### src/rtl/neuron_mac_acc_if.sv
// Handshake and data bundle between a neuron MAC stage and its neighbours.
// The master drives the operands and the result acknowledge.
// The slave (the MAC) drives the flow-control signals and the result.
interface neuron_mac_acc_if;
    logic        start;
    logic [11:0] bias;
    logic        in_valid;
    logic        in_ready;
    logic [5:0]  x;
    logic [5:0]  w;
    logic        dout_valid;
    logic        out_ready;
    logic [5:0]  dout_msb;
    logic [11:0] dout_lsb;
    logic        sat;
    logic        busy;

    modport master (
        output start, bias, in_valid, x, w, out_ready,
        input  in_ready, dout_valid, dout_msb, dout_lsb, sat, busy
    );

    modport slave (
        input  start, bias, in_valid, x, w, out_ready,
        output in_ready, dout_valid, dout_msb, dout_lsb, sat, busy
    );
endinterface

### src/rtl/neuron_mac_acc.sv
// Serial multiply-accumulate stage for one neuron.
// Each accepted beat adds a signed 6x6 product into an 18-bit saturating
// accumulator seeded with a 12-bit bias. After N_INPUTS beats the result is
// held in DONE, split as msb/lsb for the downstream ReLU stage.
module neuron_mac_acc #(
    parameter int N_INPUTS = 8
) (
    input  logic                  clk,
    input  logic                  rst_n,
    neuron_mac_acc_if.slave       bus
);

    localparam logic [1:0] ST_IDLE = 2'd0;
    localparam logic [1:0] ST_ACC  = 2'd1;
    localparam logic [1:0] ST_DONE = 2'd2;

    // Beat counter is 8 bits wide, enough for the full 1..255 range of runs.
    localparam logic [7:0] LAST_BEAT = 8'(N_INPUTS - 1);

    logic [1:0]  state_q, state_d;
    logic [17:0] acc_q, acc_d;
    logic [7:0]  cnt_q, cnt_d;
    logic        sat_q, sat_d;

    logic [11:0] x_ext;
    logic [11:0] w_ext;
    logic [11:0] prod;
    logic [18:0] sum;
    logic [17:0] sum_clamped;
    logic        clamp_hit;

    // Product and saturating sum; a 12-bit product holds (-32)*(-32) without wrap.
    always_comb begin
        x_ext       = {{6{bus.x[5]}}, bus.x};
        w_ext       = {{6{bus.w[5]}}, bus.w};
        prod        = x_ext * w_ext;
        sum         = {acc_q[17], acc_q} + {{7{prod[11]}}, prod};
        sum_clamped = sum[17:0];
        clamp_hit   = 1'b0;
        if (!sum[18] && sum[17]) begin
            sum_clamped = 18'h1FFFF;
            clamp_hit   = 1'b1;
        end else if (sum[18] && !sum[17]) begin
            sum_clamped = 18'h20000;
            clamp_hit   = 1'b1;
        end
    end

    // Next-state logic for the IDLE -> ACC -> DONE run sequence.
    always_comb begin
        state_d = state_q;
        acc_d   = acc_q;
        cnt_d   = cnt_q;
        sat_d   = sat_q;
        case (state_q)
            ST_IDLE: begin
                if (bus.start) begin
                    acc_d   = {{6{bus.bias[11]}}, bus.bias};
                    cnt_d   = 8'd0;
                    sat_d   = 1'b0;
                    state_d = ST_ACC;
                end
            end
            ST_ACC: begin
                if (bus.in_valid) begin
                    acc_d = sum_clamped;
                    if (clamp_hit) begin
                        sat_d = 1'b1;
                    end
                    cnt_d = cnt_q + 8'd1;
                    if (cnt_q == LAST_BEAT) begin
                        state_d = ST_DONE;
                    end
                end
            end
            ST_DONE: begin
                if (bus.out_ready) begin
                    state_d = ST_IDLE;
                end
            end
            default: begin
                state_d = ST_IDLE;
            end
        endcase
    end

    // State registers; reset aborts any run so no partial result is flagged.
    always_ff @(posedge clk or negedge rst_n) begin
        if (!rst_n) begin
            state_q <= ST_IDLE;
            acc_q   <= 18'd0;
            cnt_q   <= 8'd0;
            sat_q   <= 1'b0;
        end else begin
            state_q <= state_d;
            acc_q   <= acc_d;
            cnt_q   <= cnt_d;
            sat_q   <= sat_d;
        end
    end

    // Flow control is a pure decode of registered state, never of the handshakes.
    assign bus.in_ready   = (state_q == ST_ACC);
    assign bus.dout_valid = (state_q == ST_DONE);
    assign bus.busy       = (state_q != ST_IDLE);
    assign bus.dout_msb   = acc_q[17:12];
    assign bus.dout_lsb   = acc_q[11:0];
    assign bus.sat        = sat_q;

endmodule
### src/flat_wrapper.sv
// flat-port wrapper written by rule: the top's interface ports become plain ports
module neuron_mac_acc_flat 
#(
    parameter int N_INPUTS = 8
)
  (clk, rst_n, bus_start, bus_bias, bus_in_valid, bus_x, bus_w, bus_out_ready, bus_in_ready, bus_dout_valid, bus_dout_msb, bus_dout_lsb, bus_sat, bus_busy);
  neuron_mac_acc_if bus_i ();
  input  logic clk;
  input  logic rst_n;
  input wire logic [$bits(bus_i.start)-1:0] bus_start;
  input wire logic [$bits(bus_i.bias)-1:0] bus_bias;
  input wire logic [$bits(bus_i.in_valid)-1:0] bus_in_valid;
  input wire logic [$bits(bus_i.x)-1:0] bus_x;
  input wire logic [$bits(bus_i.w)-1:0] bus_w;
  input wire logic [$bits(bus_i.out_ready)-1:0] bus_out_ready;
  output wire logic [$bits(bus_i.in_ready)-1:0] bus_in_ready;
  output wire logic [$bits(bus_i.dout_valid)-1:0] bus_dout_valid;
  output wire logic [$bits(bus_i.dout_msb)-1:0] bus_dout_msb;
  output wire logic [$bits(bus_i.dout_lsb)-1:0] bus_dout_lsb;
  output wire logic [$bits(bus_i.sat)-1:0] bus_sat;
  output wire logic [$bits(bus_i.busy)-1:0] bus_busy;
  assign bus_i.start = bus_start;
  assign bus_i.bias = bus_bias;
  assign bus_i.in_valid = bus_in_valid;
  assign bus_i.x = bus_x;
  assign bus_i.w = bus_w;
  assign bus_i.out_ready = bus_out_ready;
  assign bus_in_ready = bus_i.in_ready;
  assign bus_dout_valid = bus_i.dout_valid;
  assign bus_dout_msb = bus_i.dout_msb;
  assign bus_dout_lsb = bus_i.dout_lsb;
  assign bus_sat = bus_i.sat;
  assign bus_busy = bus_i.busy;
  neuron_mac_acc #(.N_INPUTS(N_INPUTS)) u_core (.clk(clk), .rst_n(rst_n), .bus(bus_i));
endmodule
### config.mk
export PLATFORM = sky130hd
export DESIGN_NAME = neuron_mac_acc_flat
export DESIGN_NICKNAME = d
export VERILOG_FILES = /design/src/rtl/neuron_mac_acc_if.sv /design/src/rtl/neuron_mac_acc.sv /design/src/flat_wrapper.sv
export SDC_FILE = /design/constraint.sdc
export NUM_CORES = 1
export LEC_CHECK = 0
export CAP_MARGIN = 40
export CORE_ASPECT_RATIO = 1.75
export CORE_MARGIN = 2
export CORE_UTILIZATION = 60
export CTS_CLUSTER_DIAMETER = 100
export DETAILED_ROUTE_END_ITERATION = 12
export DONT_BUFFER_PORTS = 1
export GPL_ROUTABILITY_DRIVEN = 0
export PLACE_DENSITY = 0.78
export SLEW_MARGIN = 20
export SYNTH_ARGS = -nofsm -noshare
export SYNTH_HDL_FRONTEND = slang
export SYNTH_SLANG_ARGS = --single-unit
### constraint.sdc
create_clock -name clk -period 4.49 [get_ports clk]
set_input_delay 0.2245 -clock clk [delete_from_list [all_inputs] [get_ports clk]]
set_output_delay 0.2245 -clock clk [all_outputs]
set_load 0.03 [all_outputs]
-- Word level (Yosys, flattened, before mapping)
Cells that the tools add are included.
- word-level logic and storage cells: 44
- output and inout bits: 22
- input bits: 29
- flip-flop bits (word level): 29
- muxes and demuxes: 19
- add/sub/neg operators: 2
- multipliers: 1
- equal/unequal tests: 8
- reductions and logical operators: 10
- operators by type and width (cell ; number):
    $mux 18 ; 4
    $pmux 18 s2 ; 1
    $add 18x12->19 ; 1
    $mux 8 ; 2
    $pmux 8 s2 ; 1
    $mul 6x6->12 ; 1
    $add 8x1->8 const B ; 1
    $eq 8x3->1 const B ; 1
    $mux 2 ; 4
    $reduce_and 4->1 ; 2
    $ne 2x2->1 const B ; 3
    $pmux 2 s3 ; 1
    $mux 1 ; 5
    $ne 2x1->1 const B ; 2
    $reduce_bool 2->1 ; 2
    $reduce_and 3->1 ; 1
    $eq 2x1->1 const B ; 1
    $eq 2x2->1 const B ; 1
    $logic_and 1x1->1 ; 2
    $logic_not 1->1 ; 2
    $logic_not 2->1 ; 1
    $pmux 1 s2 ; 1

-- Logic depth before layout (Yosys ltp)
- depth in word-level cells: 9
- depth in mapped cells: 25
- gate-level depth less buffers: 24

-- Worst setup path after synthesis
OpenSTA, ideal clock, no wires.
- path type: input to register
- start point: input bus_w[2]
- end point: register u_core.acc_q[16]
- library setup time: 0.094 ns
- stages: 23
- data arrival time: 5.198 ns
- buffers on the path: 0
- required time: 4.396 ns
- setup slack: -0.802 ns
- path through: and2_1 -> fa_1 -> inv_1 -> fa_1 -> inv_1 -> fa_1 -> inv_1 -> fa_1 -> inv_1 -> ha_1 -> nand4_2 -> o21bai_1 -> or3_1 -> o221ai_2 -> a21oi_1 -> xor2_1 -> inv_1 -> ha_1 -> nor3_1 -> nand2_1 -> nand3_1 -> nor2_1 -> a211oi_1
- longest elaborated chain between the ends: 8
- elaborated cells on any way between the ends: 10
- those cells by class: 1 x add/sub; 1 x mul; 4 x mux; 4 x reduce/logical
- ends and longest elaborated chain (what ; RTL line ; RTL):
    start: declaration ; flat_wrapper.sv:14 ; input wire logic [$bits(bus_i.w)-1:0] bus_w;
    $mul 6x6->12 * ; neuron_mac_acc.sv:36 ; prod = x_ext * w_ext;
    $add 18x12->19 * ; neuron_mac_acc.sv:37 ; sum = {acc_q[17], acc_q} + {{7{prod[11]}}, prod};
    $logic_not 1->1 ; neuron_mac_acc.sv:43 ; end else if (sum[18] && !sum[17]) begin
    $logic_and 1x1->1 ; neuron_mac_acc.sv:43 ;
    $mux 18 ; neuron_mac_acc.sv:43 ;
    $mux 18 * ; neuron_mac_acc.sv:40 ; if (!sum[18] && sum[17]) begin
    $mux 18 * ; neuron_mac_acc.sv:65 ; if (bus.in_valid) begin
    $pmux 18 s2 * ; neuron_mac_acc.sv:55 ; case (state_q)
    end signal: assignment ; neuron_mac_acc.sv:91 ; acc_q <= 18'd0;
    end signal: assignment ; neuron_mac_acc.sv:96 ; acc_q <= acc_d;
    end: declaration ; neuron_mac_acc.sv:21 ; logic [17:0] acc_q, acc_d;
Every way passes the cells marked *; elsewhere a longest branch is shown, timed or not. The select of a mux whose other input is x is not followed.
A chain may end at the register's enable or synchronous reset.

-- Worst setup path after layout
- start point: input bus_w[2]
- end point: register u_core.acc_q[11]
The elaborated chain is that of the path after synthesis.

==> impl_metrics.json <==
{
  "yosys.area.top_type": "fa_1",
  "violations": "setup timing",
  "rsz0062_at_grt": "true",
  "fin_skew_ps": 8.92,
  "fmax_mhz": 209,
  "startpoint": "bus_w[2]",
  "clkSinkCount": 29,
  "coreArea_um2": 6540,
  "maxCapViolCount": 0,
  "synthesis.instances": 473,
  "status": "finished with violations",
  "nNetsFinal": 671,
  "worst_pin_slew_ps": 845,
  "cts_tree": "done",
  "place_ws_ps": -757,
  "synthTopCellsByCount": "inv_1 (103), fa_1 (49), ha_1 (45), nand2_1 (41), nor2_1 (33)",
  "netlist_top_cells_area": "fa_1 (24%), dfrtp_1 (18%), ha_1 (14%)",
  "fin_crit_ps": 4790,
  "ant_nets": 0,
  "worst-setup-path-type": "in2reg",
  "synth_flop_cell": "dfrtp_1",
  "die_h_um": 113,
  "cts_max_level": 2,
  "ys_types": 46,
  "flow.area_growth_from_synthesis_pct": 28.6,
  "clkTransAtPathRegs_ps": 50,
  "setup_viol": 17,
  "netlist_area_um2": 4050,
  "yosysWarnings": 0,
  "synth_edf_count": 0,
  "cp-end-kind": "flip-flop",
  "synth-async-reset-ratio": 1.00,
  "worstPathArrival_ps": 5010,
  "finalCritPeriodShare": 1.07,
  "vias": 3662,
  "die_area_um2": 7450,
  "io_pins": 51,
  "post-route-drc-count": 0,
  "slew_headroom": 0.437,
  "wl_per_cell_um": 18.7,
  "synth_seq_area_share": 0.179,
  "synth.most_common_cell": "inv_1",
  "first_iter_violations": 114,
  "drive_gt1_frac": 0.281,
  "rr_startpoint": "u_core.acc_q[5]",
  "die_w_um": 66.1,
  "finalWirelength_um": 11800,
  "cts_root_buf": "clkbuf_16",
  "yosysTopAreaCellShare": 0.242,
  "first_global_vias": 4203,
  "fin_ws_ps": -300,
  "vias_per_cell": 5.81,
  "hold_path.class": "in2reg",
  "initial_core_util": 0.620,
  "drv_slew": 0,
  "finalHoldViolations": 0,
  "antenna_found_initial": 0,
  "ys_seq_elements": 29,
  "avgSynthCellArea_um2": 8.57,
  "cp-start-kind": "primary input",
  "grt_max_degree": 30,
  "hp-start": "bus_out_ready",
  "synthesis.nets": 596,
  "clk_path_buf_depth": 2,
  "diodes": 0,
  "track_usage": 0.341,
  "cp.required_ps": 4710,
  "hpwl_um": 8500,
  "fill_cells": 428,
  "io_buffers": 0,
  "grt_pass1_wl_um": 19200,
  "numCtsBuffers": 5,
  "dr.pass1.iters": 4,
  "rows": 39,
  "worstSkewPairLatency_ps": 280,
  "grt_overflow": 0,
  "cp_max_fo": 6
}
## registers in the layout, indices dropped and copies added (netlist names)
signal and count:
u_core.acc_q 18, u_core.cnt_q 8, u_core.state_q 2, u_core.bus.sat 1
## path summary, 6_finish.rpt
kind	end	slack, ps	cells past startpoint
hold reg to reg	u_core.cnt_q[0]	520	1
max in group asynchronous	u_core.bus.sat	3900	2
setup reg to reg	u_core.acc_q[10]	-160	20
min in group asynchronous	u_core.acc_q[16]	410	2
hold / removal	u_core.state_q[1]	120	2
setup / recovery	u_core.acc_q[11]	-300	22
## through the flow
| step | cell area (µm²) | cells | hold WS (ps) | util | TNS (ps) |
|---|---|---|---|---|---|
| after floorplan | 4190 | 473 | -71.1 | - | -5160 |
| after global placement | 4670 | 603 | -70.4 | 0.714 | -9160 |
| after detailed placement | 4680 | 604 | -70.5 | 0.715 | -10960 |
| after CTS | 5170 | 627 | 105 | 0.790 | -1340 |
| after global routing | 5210 | 630 | 119 | 0.797 | -7000 |
| final | 5210 | 630 | 118 | 0.797 | -3830 |
## repair_timing
| action | in CTS | in global routing |
|---|---|---|
| setup buffers | 15 | 3 |
| hold buffers | 2 | 0 |
| endpoints found under the hold margin | 29 | 0 |
| gates resized for setup | 54 | 8 |
| endpoints found under the setup margin | 18 | 18 |
| pin swaps | 35 | 6 |
## placed cells by master, fill, tap and decap left out, types with 10 or more instances in the layout
| cell | instances |
|---|---|
| and2_1 | 13 |
| nand2_1 | 38 |
| a21oi_1 | 15 |
| inv_2 | 10 |
| buf_4 | 70 |
| xor2_1 | 10 |
| xnor2_1 | 10 |
| dfrtp_1 | 29 |
| a21oi_2 | 12 |
| nor2_1 | 29 |
| inv_1 | 90 |
| fa_1 | 48 |
| ha_4 | 10 |
| o21ai_1 | 18 |
| ha_1 | 33 |
## final cells by class
cell class	instances	area, µm²	share of cell area
timing repair buffer	76	601	0.115
tap	82	103	0.0197
inverter	104	404	0.0776
clock inverter	2	35.0	0.00672
multi-input combinational	332	3220	0.618
clock buffer	5	125	0.0240
sequential	29	726	0.139
## critical path, cell delays in order
cell and delay (ps):
and2_4 140, fa_1 540, inv_2 100, fa_2 670
inv_4 60, fa_1 490, inv_2 40, fa_1 500
inv_2 50, ha_4 230, nand4_4 100, o21bai_1 100
or3_1 370, o221ai_2 170, a21oi_2 90, xor2_1 200
inv_1 100, ha_4 210, buf_6 150, nor4b_4 280
mux2i_1 110, nand2_1 60
## layer usage
metal  part of all wire  wire length (µm)  track usage
met3              0.057               672       0.0805
met2               0.55              6520        0.629
met4              0.062               731        0.212
met1               0.33              3840        0.320
met5                  0                 0            0
## cell families (layout without fill, tap and decap cells)
logic type	Yosys count	in the layout	synth area share
and+or+nand+nor	129	129	0.155
AOI/OAI and AO/OA	87	87	0.130
xor gates and xnor gates	21	21	0.0472
DFF	29	29	0.179
muxes	1	1	0.00247
adders and majority gates	94	94	0.381
buffers and inverters	112	187	0.106
Power is not shown: default switching activity piles up to over one toggle a cycle in this logic, so the estimate is an artifact.
